[src/rtl/fifo_rd_strm.sv]
// FIFO read-side streamer: issues pops against a fixed-latency FIFO read port and
// re-times the returned words onto a valid/ready output stream without loss.
module fifo_rd_strm #(
    parameter int unsigned DATW  = 8,
    parameter int unsigned DELAY = 1
) (
    input  logic            clk,
    input  logic            rst,
    output logic            rden,
    input  logic [DATW-1:0] rdata,
    input  logic            rempty,
    output logic            ovld,
    input  logic            ordy,
    output logic [DATW-1:0] odata,
    output logic [2:0]      olevel
);

    localparam int unsigned DEPTH = DELAY + 1;
    localparam int unsigned PTRW  = $clog2(DEPTH);

    logic [DELAY-1:0] r_shift;
    logic [PTRW-1:0]  r_wptr;
    logic [PTRW-1:0]  r_rptr;
    logic [2:0]       r_count;
    logic [DATW-1:0]  r_mem [DEPTH];

    logic             w_push;
    logic             w_pop;
    logic [2:0]       w_inflight;
    logic [2:0]       w_level;
    logic [PTRW-1:0]  w_wptr_nxt;
    logic [PTRW-1:0]  w_rptr_nxt;

    always_comb begin
        w_inflight = '0;
        for (int i = 0; i < int'(DELAY); i++) begin
            w_inflight = w_inflight + {2'b00, r_shift[i]};
        end
    end

    always_comb begin
        w_push     = r_shift[DELAY-1];
        ovld       = (r_count != 3'd0);
        w_pop      = ovld & ordy;
        odata      = r_mem[r_rptr];
        w_level    = r_count + w_inflight;
        olevel     = w_level;
        // Slot reservation counts words still in flight; a pop this cycle frees one.
        rden       = !rst && !rempty && ((w_level - {2'b00, w_pop}) < 3'(DEPTH));
        w_wptr_nxt = (r_wptr == PTRW'(DEPTH - 1)) ? '0 : r_wptr + PTRW'(1);
        w_rptr_nxt = (r_rptr == PTRW'(DEPTH - 1)) ? '0 : r_rptr + PTRW'(1);
    end

    always_ff @(posedge clk or posedge rst) begin
        if (rst) begin
            r_shift <= '0;
        end else begin
            r_shift[0] <= rden;
            for (int i = 1; i < int'(DELAY); i++) begin
                r_shift[i] <= r_shift[i-1];
            end
        end
    end

    always_ff @(posedge clk or posedge rst) begin
        if (rst) begin
            r_wptr <= '0;
            for (int i = 0; i < int'(DEPTH); i++) begin
                r_mem[i] <= '0;
            end
        end else if (w_push) begin
            r_mem[r_wptr] <= rdata;
            r_wptr        <= w_wptr_nxt;
        end
    end

    always_ff @(posedge clk or posedge rst) begin
        if (rst) begin
            r_rptr <= '0;
        end else if (w_pop) begin
            r_rptr <= w_rptr_nxt;
        end
    end

    always_ff @(posedge clk or posedge rst) begin
        if (rst) begin
            r_count <= '0;
        end else begin
            unique case ({w_push, w_pop})
                2'b10:   r_count <= r_count + 3'd1;
                2'b01:   r_count <= r_count - 3'd1;
                default: r_count <= r_count;
            endcase
        end
    end

endmodule
[config.mk]
export PLATFORM = sky130hd
export DESIGN_NAME = fifo_rd_strm
export DESIGN_NICKNAME = d
export VERILOG_FILES = /design/src/rtl/fifo_rd_strm.sv
export SDC_FILE = /design/constraint.sdc
export NUM_CORES = 1
export LEC_CHECK = 0
export CAP_MARGIN = 25
export CORE_MARGIN = 8
export CORE_UTILIZATION = 43
export CTS_CLUSTER_DIAMETER = 30
export CTS_CLUSTER_SIZE = 14
export DETAILED_ROUTE_END_ITERATION = 8
export PLACE_DENSITY_LB_ADDON = 0.05
export SLEW_MARGIN = 20
export SYNTH_ARGS = -nofsm -noshare
export SYNTH_HDL_FRONTEND = slang
export SYNTH_SLANG_ARGS = --single-unit
[constraint.sdc]
create_clock -name clk -period 1.9 [get_ports clk]
set_input_delay 0.57 -clock clk [delete_from_list [all_inputs] [get_ports clk]]
set_output_delay 0.57 -clock clk [all_outputs]
set_load 0.1 [all_outputs]
==> reports/qor.yml, run 1 <==
status: "finished with violations"
violations: "negative setup slack"
synth-seq-cells: 22
synth_top_family_by_area: "multiplexers"
syn_nets: 92
rsz0062_at_grt: "yes"
yosysTopAreaCell: "dfrtp_1"
arrival_ns: 2.07
crit_start: "r_count[1]"
wl_per_cell_um: 15.5
cts_tree: "done"
max_cap_viol_count: 0
final_layout_size_suffix_gt1_share_pct: 65.0
synth_fa_ha_area_share_pct: 6.60
hold_path_class: "flip-flop to flip-flop"
synthMuxAreaShare_pct: 26.4
slowest_stage: "dfrtp_1"
end_kind: "primary output"
clock_latency_ns: 0.31
slew_headroom_pct: 71.7
cp.required_ns: 1.33
finalMaxSlewViolations: 0
grt_max_degree: 23
hold_buffers: 0
cts_sinks: 22
grt_pass1_vias: 872
yosysMostFrequentCell: "mux2_2"
antenna_found_initial: 0
place_hpwl_um: 1610
utilization_pct: 75.0
drt_wl_total_um: 2370
start_util_pct: 44.1
synth-edff-count: 0
synth_warnings: 0
clock_path_buffers: 2
critPathMaxFanout: 2
synth.yosys.seq_area_share_pct: 51.8
max_freq_mhz: 379
synth_ff_type: "dfrtp_1"
synthTopCellsByCount: "mux2_2 (24), dfrtp_1 (22), inv_1 (7)"
num_rows: 18
drtIter0Drc: 11
numCtsBuffers: 3
clock_skew_ns: 0.0112
synth_xor_area_share_pct: 5.77
fin_cells: 153
synthCells: 75
worstSetupPathType: "flip-flop to primary output"
period_share_pct: 139
cp_cell_sequence: "or3_4 > nand2_4 > nor2_2 > ha_4 > xor2_2 > nor4b_4 > buf_12"
gp_congestion: 0.773
dr.pass1.iters: 3
ys_types: 16
die_h_um: 65.7
layout.nets: 141
synth_compound_area_share_pct: 0
syn_area_um2: 1060
via_count: 735
avgSynthCellArea_um2: 14.2
finalCriticalPeriod_ns: 2.64
via_per_inst: 4.80
area_delta_synth_final_pct: 70.2
worst_slack_ns: -0.738
io_pins: 25
pre_cts_ws_ns: -0.749
yosysTopAreaCellShare_pct: 51.8
port_buffers: 24
reg2reg_from: "r_count[1]"
yosys-top-cells-area: "dfrtp_1 (52%), mux2_2 (25%), ha_1 (4.7%)"
dieArea_um2: 4320
core_region_area_um2: 2410
dp.cells: 138
synthArstFlopShare_pct: 100
grt_use_total_pct: 12.5
ant_nets: 0
hold_ws_ns: 0.517
hold_viol: 0
cp-start-kind: "flip-flop"
grt_pass1_wl_um: 4180
htreeDepth: 1
cp_slowest_stage_delay_ns: 0.41
synth-simple-area-share_pct: 5.42
clkTransAtPathRegs_ns: 0.13
drc: 0
diodes: 0
gr-total-overflow: 0
die_w_um: 65.7
cts-root-buf: "clkbuf_4"
worstMarginPinSlew_ns: 0.425
hp-start: "r_wptr"
finalSetupViolations: 13
-- through the flow --
step,setup TNS [ns],instance area (um^2)
2_1_floorplan,-2.54,1140
3_3_place_gp,-1.49,1610
3_5_place_dp,-1.59,1610
4_1_cts,-2.12,1750
5_1_grt,-3.23,1810
6_report,-2.40,1810
-- worst max-delay path, delay by kind of cell (launching register included) --
kind          cells  cell delay, ns
flops             1            0.41
buf+inv           1            0.22
fa+ha+maj         1            0.16
simple gates      4            0.82
xor+xnor          1            0.15
-- logic make-up (layout without fill, tap and decap cells) --
logic type,after synthesis,in the layout
buffers and inverters,9,57
DFF,22,22
adders and majority gates,5,5
muxes,25,25
and+or+nand+nor,7,7
xor gates and xnor gates,7,7
-- routing by layer --
metal | part of all wire, % | wire length [um] | track usage (%) | vias up
li1 | - | - | - | 350
met1 | 42 | 989 | 14.1 | 365
met2 | 50 | 1190 | 21.2 | 18
met3 | 7.3 | 173 | 4.59 | 2
met4 | 0.93 | 22 | 4.09 | 0
met5 | 0 | 0 | 0 | -
-- layout by cell type, fill, tap and decap left out, types with 3 or more instances in the layout --
cell	n
dfrtp_1	20
mux2_2	16
buf_12	13
buf_4	12
clkdlybuf4s50_1	10
buf_6	10
mux2_4	8
inv_1	4
ha_4	4
inv_2	3
xor2_1	3
clkbuf_4	3
-- final timing paths --
path / endpoint / slack [ns] / cells after the start
max: rden / -0.74 / 7
min: r_wptr / 0.52 / 1
max reg2reg: r_count[1] / -0.01 / 8
min reg2reg: r_wptr / 0.52 / 1
max in group asynchronous: r_rptr / 0.96 / 3
min in group asynchronous: r_mem[14] / 0.68 / 3
-- cell type report --
| class | instances | area [um^2] |
|---|---|---|
| clock buffer | 4 | 26.3 |
| tap | 30 | 37.5 |
| multi-input combinational | 44 | 593 |
| inverter | 7 | 26.3 |
| timing repair buffer | 46 | 572 |
| fill | 152 | 602 |
| sequential | 22 | 553 |
-- what timing repair did --
action,in CTS,in global routing
resized for setup,17,11
setup buffers,9,2
endpoints found under the setup margin,14,15
pin swaps,8,4
-- flip-flops by register name, indices dropped and copies added, names as in the netlist --
register / flops
r_count: 3
r_rptr: 1
r_mem: 16
r_wptr: 1
r_shift: 1
Power of run 1 is left out: the tool's default activity adds up to more than one toggle a clock period on the data nets, which glitch-free logic cannot reach.
==> run 2: changes to the inputs <==
--- a/config.mk
+++ b/config.mk
@@ -9,4 +9,5 @@
 export CORE_MARGIN = 8
 export CORE_UTILIZATION = 43
+export CTS_BUF_LIST = sky130_fd_sc_hd__clkbuf_4 sky130_fd_sc_hd__clkbuf_8 sky130_fd_sc_hd__clkbuf_16
 export CTS_CLUSTER_DIAMETER = 30
 export CTS_CLUSTER_SIZE = 14
==> constraint.sdc (replaced) <==
create_clock -name clk -period 1.9 [get_ports clk]
set_input_delay 0.285 -clock clk [delete_from_list [all_inputs] [get_ports clk]]
set_output_delay 0.285 -clock clk [all_outputs]
set_load 0.1 [all_outputs]
==> run 2 against run 1 <==
The flow still finishes with violations (negative setup slack). First-iteration DRC count increased by 9.1%. Routed wire length decreased by 9.7%. Utilization decreased by 5.9 points. Non-clock buffer count decreased by 9. Hold slack got worse by 0.10 ns. Die area unchanged. Count of clock-buffer cells in the layout unchanged. Final area decreased by 7.8%. Critical endpoint unchanged.
==> reports/qor.yml, run 2 (same netlist as run 1, synthesis figures left out) <==
final_cell_mix: "mux2_2 (24), dfrtp_1 (21), buf_12 (13)"
period_share_pct: 128  # -11 points
htreeDepth: 1  # unchanged
core_region_area_um2: 2410  # unchanged
max_freq_mhz: 413  # +8.9%
reg_top3: "r_mem (16), r_count (3)"
clock_skew_ns: 0.00236  # -0.00883 ns
largest_register_ffs: 16  # unchanged
finalMaxSlewViolations: 0  # unchanged
via_count: 705  # -4.1%
hold_buffers: 0  # unchanged
drc: 0  # unchanged
violations: "negative setup slack"
r2r_end: "r_count[2]"
crit_start: "r_count[2]"
cts_tree: "done"
numCtsBuffers: 3  # unchanged
num_rows: 18  # unchanged
hold_path_class: "primary input to asynchronous set/reset pin"
dieArea_um2: 4320  # unchanged
port_buffers: 24  # unchanged
drt_wl_total_um: 2140  # -9.7%
cts_sinks: 22  # unchanged
wl_per_cell_um: 14.9  # -4.0%
drtIter0Drc: 12  # +1
cp_cell_sequence: "or3_4 > nand2_4 > nor2_1 > ha_2 > xor2_2 > nor4b_4 > buf_12"
cp-start-kind: "flip-flop"
finalCriticalPeriod_ns: 2.42  # -0.215 ns
cts-root-buf: "clkbuf_4"
utilization_pct: 69.2  # -5.9 points
final_common_cell: "mux2_2"
reg2reg_from: "r_count[2]"
place_hpwl_um: 1700  # +5.4%
cp.required_ns: 1.62  # +0.29 ns
slowest_stage: "dfrtp_1"
die_w_um: 65.7  # unchanged
io_pins: 25  # unchanged
cp_slowest_stage_delay_ns: 0.42  # about the same
arrival_ns: 2.14  # +0.07 ns
fin_area_um2: 1670  # -7.8%
rsz0062_at_grt: "yes"
clock_latency_ns: 0.30  # about the same
regMostFlops: "r_mem"
dr.pass1.iters: 2  # -1
grt_use_total_pct: 11.0  # -1.5 points
status: "finished with violations"
endpoint: "rden"
r2r_cells: 10  # +2
antenna_found_initial: 0  # unchanged
slew_headroom_pct: 70.3  # -1.4 points
clock_path_buffers: 2  # unchanged
area_delta_synth_final_pct: 56.9
critPathMaxFanout: 2  # unchanged
finalSetupViolations: 1  # -12
start_util_pct: 44.1  # unchanged
grt_pass1_vias: 803  # -7.9%
diodes: 0  # unchanged
max_cap_viol_count: 0  # unchanged
dpl_cell_area_um2: 1600  # -0.47%
hold_viol: 0  # unchanged
gr-total-overflow: 0  # unchanged
worstMarginPinSlew_ns: 0.445  # +0.0209 ns
worstSetupPathType: "flip-flop to primary output"
via_per_inst: 4.90  # +1.9%
ant_nets: 0  # unchanged
grt_pass1_wl_um: 3690  # -12%
r2r_slack_ns: 0.03  # +0.04 ns
worst_slack_ns: -0.524  # +0.215 ns
final_layout_size_suffix_gt1_share_pct: 60.5  # -4.5 points
clkTransAtPathRegs_ns: 0.12  # about the same
die_h_um: 65.7  # unchanged
end_kind: "primary output"
layout.nets: 132  # -6.4%
grt_max_degree: 23  # unchanged
gp_congestion: 0.726  # -6.1%
==> run 2: changes by cell type in the layout (fill, tap and decap cells not counted), sizes merged <==
cell,delta
dlygate4sd2,-1
buf,-9
clkdlybuf4s50,+1
==> run 2: area by class of cell <==
cell class              instances  area [um^2]
repair buffers                 37          472
fillers                       162          743
multi-input cells              44          547
clock buffers                   4         30.0
well taps                      30         37.5
inverters                       7         28.8
flip-flops and latches         22          552
==> run 2: repair_timing <==
action | CTS | global route
pin swaps | 6 | 9
resized for setup | 5 | 2
setup buffers | 4 | 1
endpoints found under the hold margin | 0 | 0
setup endpoints to repair | 3 | 4
==> run 2: metrics by stage <==
stage / TNS, ns / cells / hold slack, ns / worst slack [ns]
2_1_floorplan: -2.21 / 75 / 0.274 / -1.10
3_3_place_gp: -0.400 / 137 / 0.481 / -0.231
3_5_place_dp: -0.521 / 137 / 0.491 / -0.267
4_1_cts: -0.964 / 145 / 0.416 / -0.571
5_1_grt: -0.735 / 144 / 0.449 / -0.604
6_report: -0.524 / 144 / 0.414 / -0.524
==> run 2: worst max-delay path, delay by kind of cell (launching register included) <==
family	cells	cell delay, ns
DFF	1	0.42
and+or+nand+nor	4	0.88
xor gates and xnor gates	1	0.15
buffers and inverters	1	0.22
adders and majority gates	1	0.17
==> run 2: worst min path at each step <==
stage	depth (start not counted)	to	slack, ns
after global placement	1	r_mem[5]	0.48
after CTS	3	r_count[0]	0.42
after detailed placement	1	r_mem[9]	0.49
after global routing	3	r_shift	0.45
after floorplan	1	r_count[0]	0.27
final	3	r_shift	0.41
==> run 2: layer usage <==
metal  up-vias  GRT usage [%]  part of all wire, %
met5         -              0                    0
met4         0           5.18                  1.8
met3         4           3.57                  6.8
met2        20           18.1                   49
met1       351           12.7                   42
li1        330              -                    -
Power of run 2 is left out for the same reason.
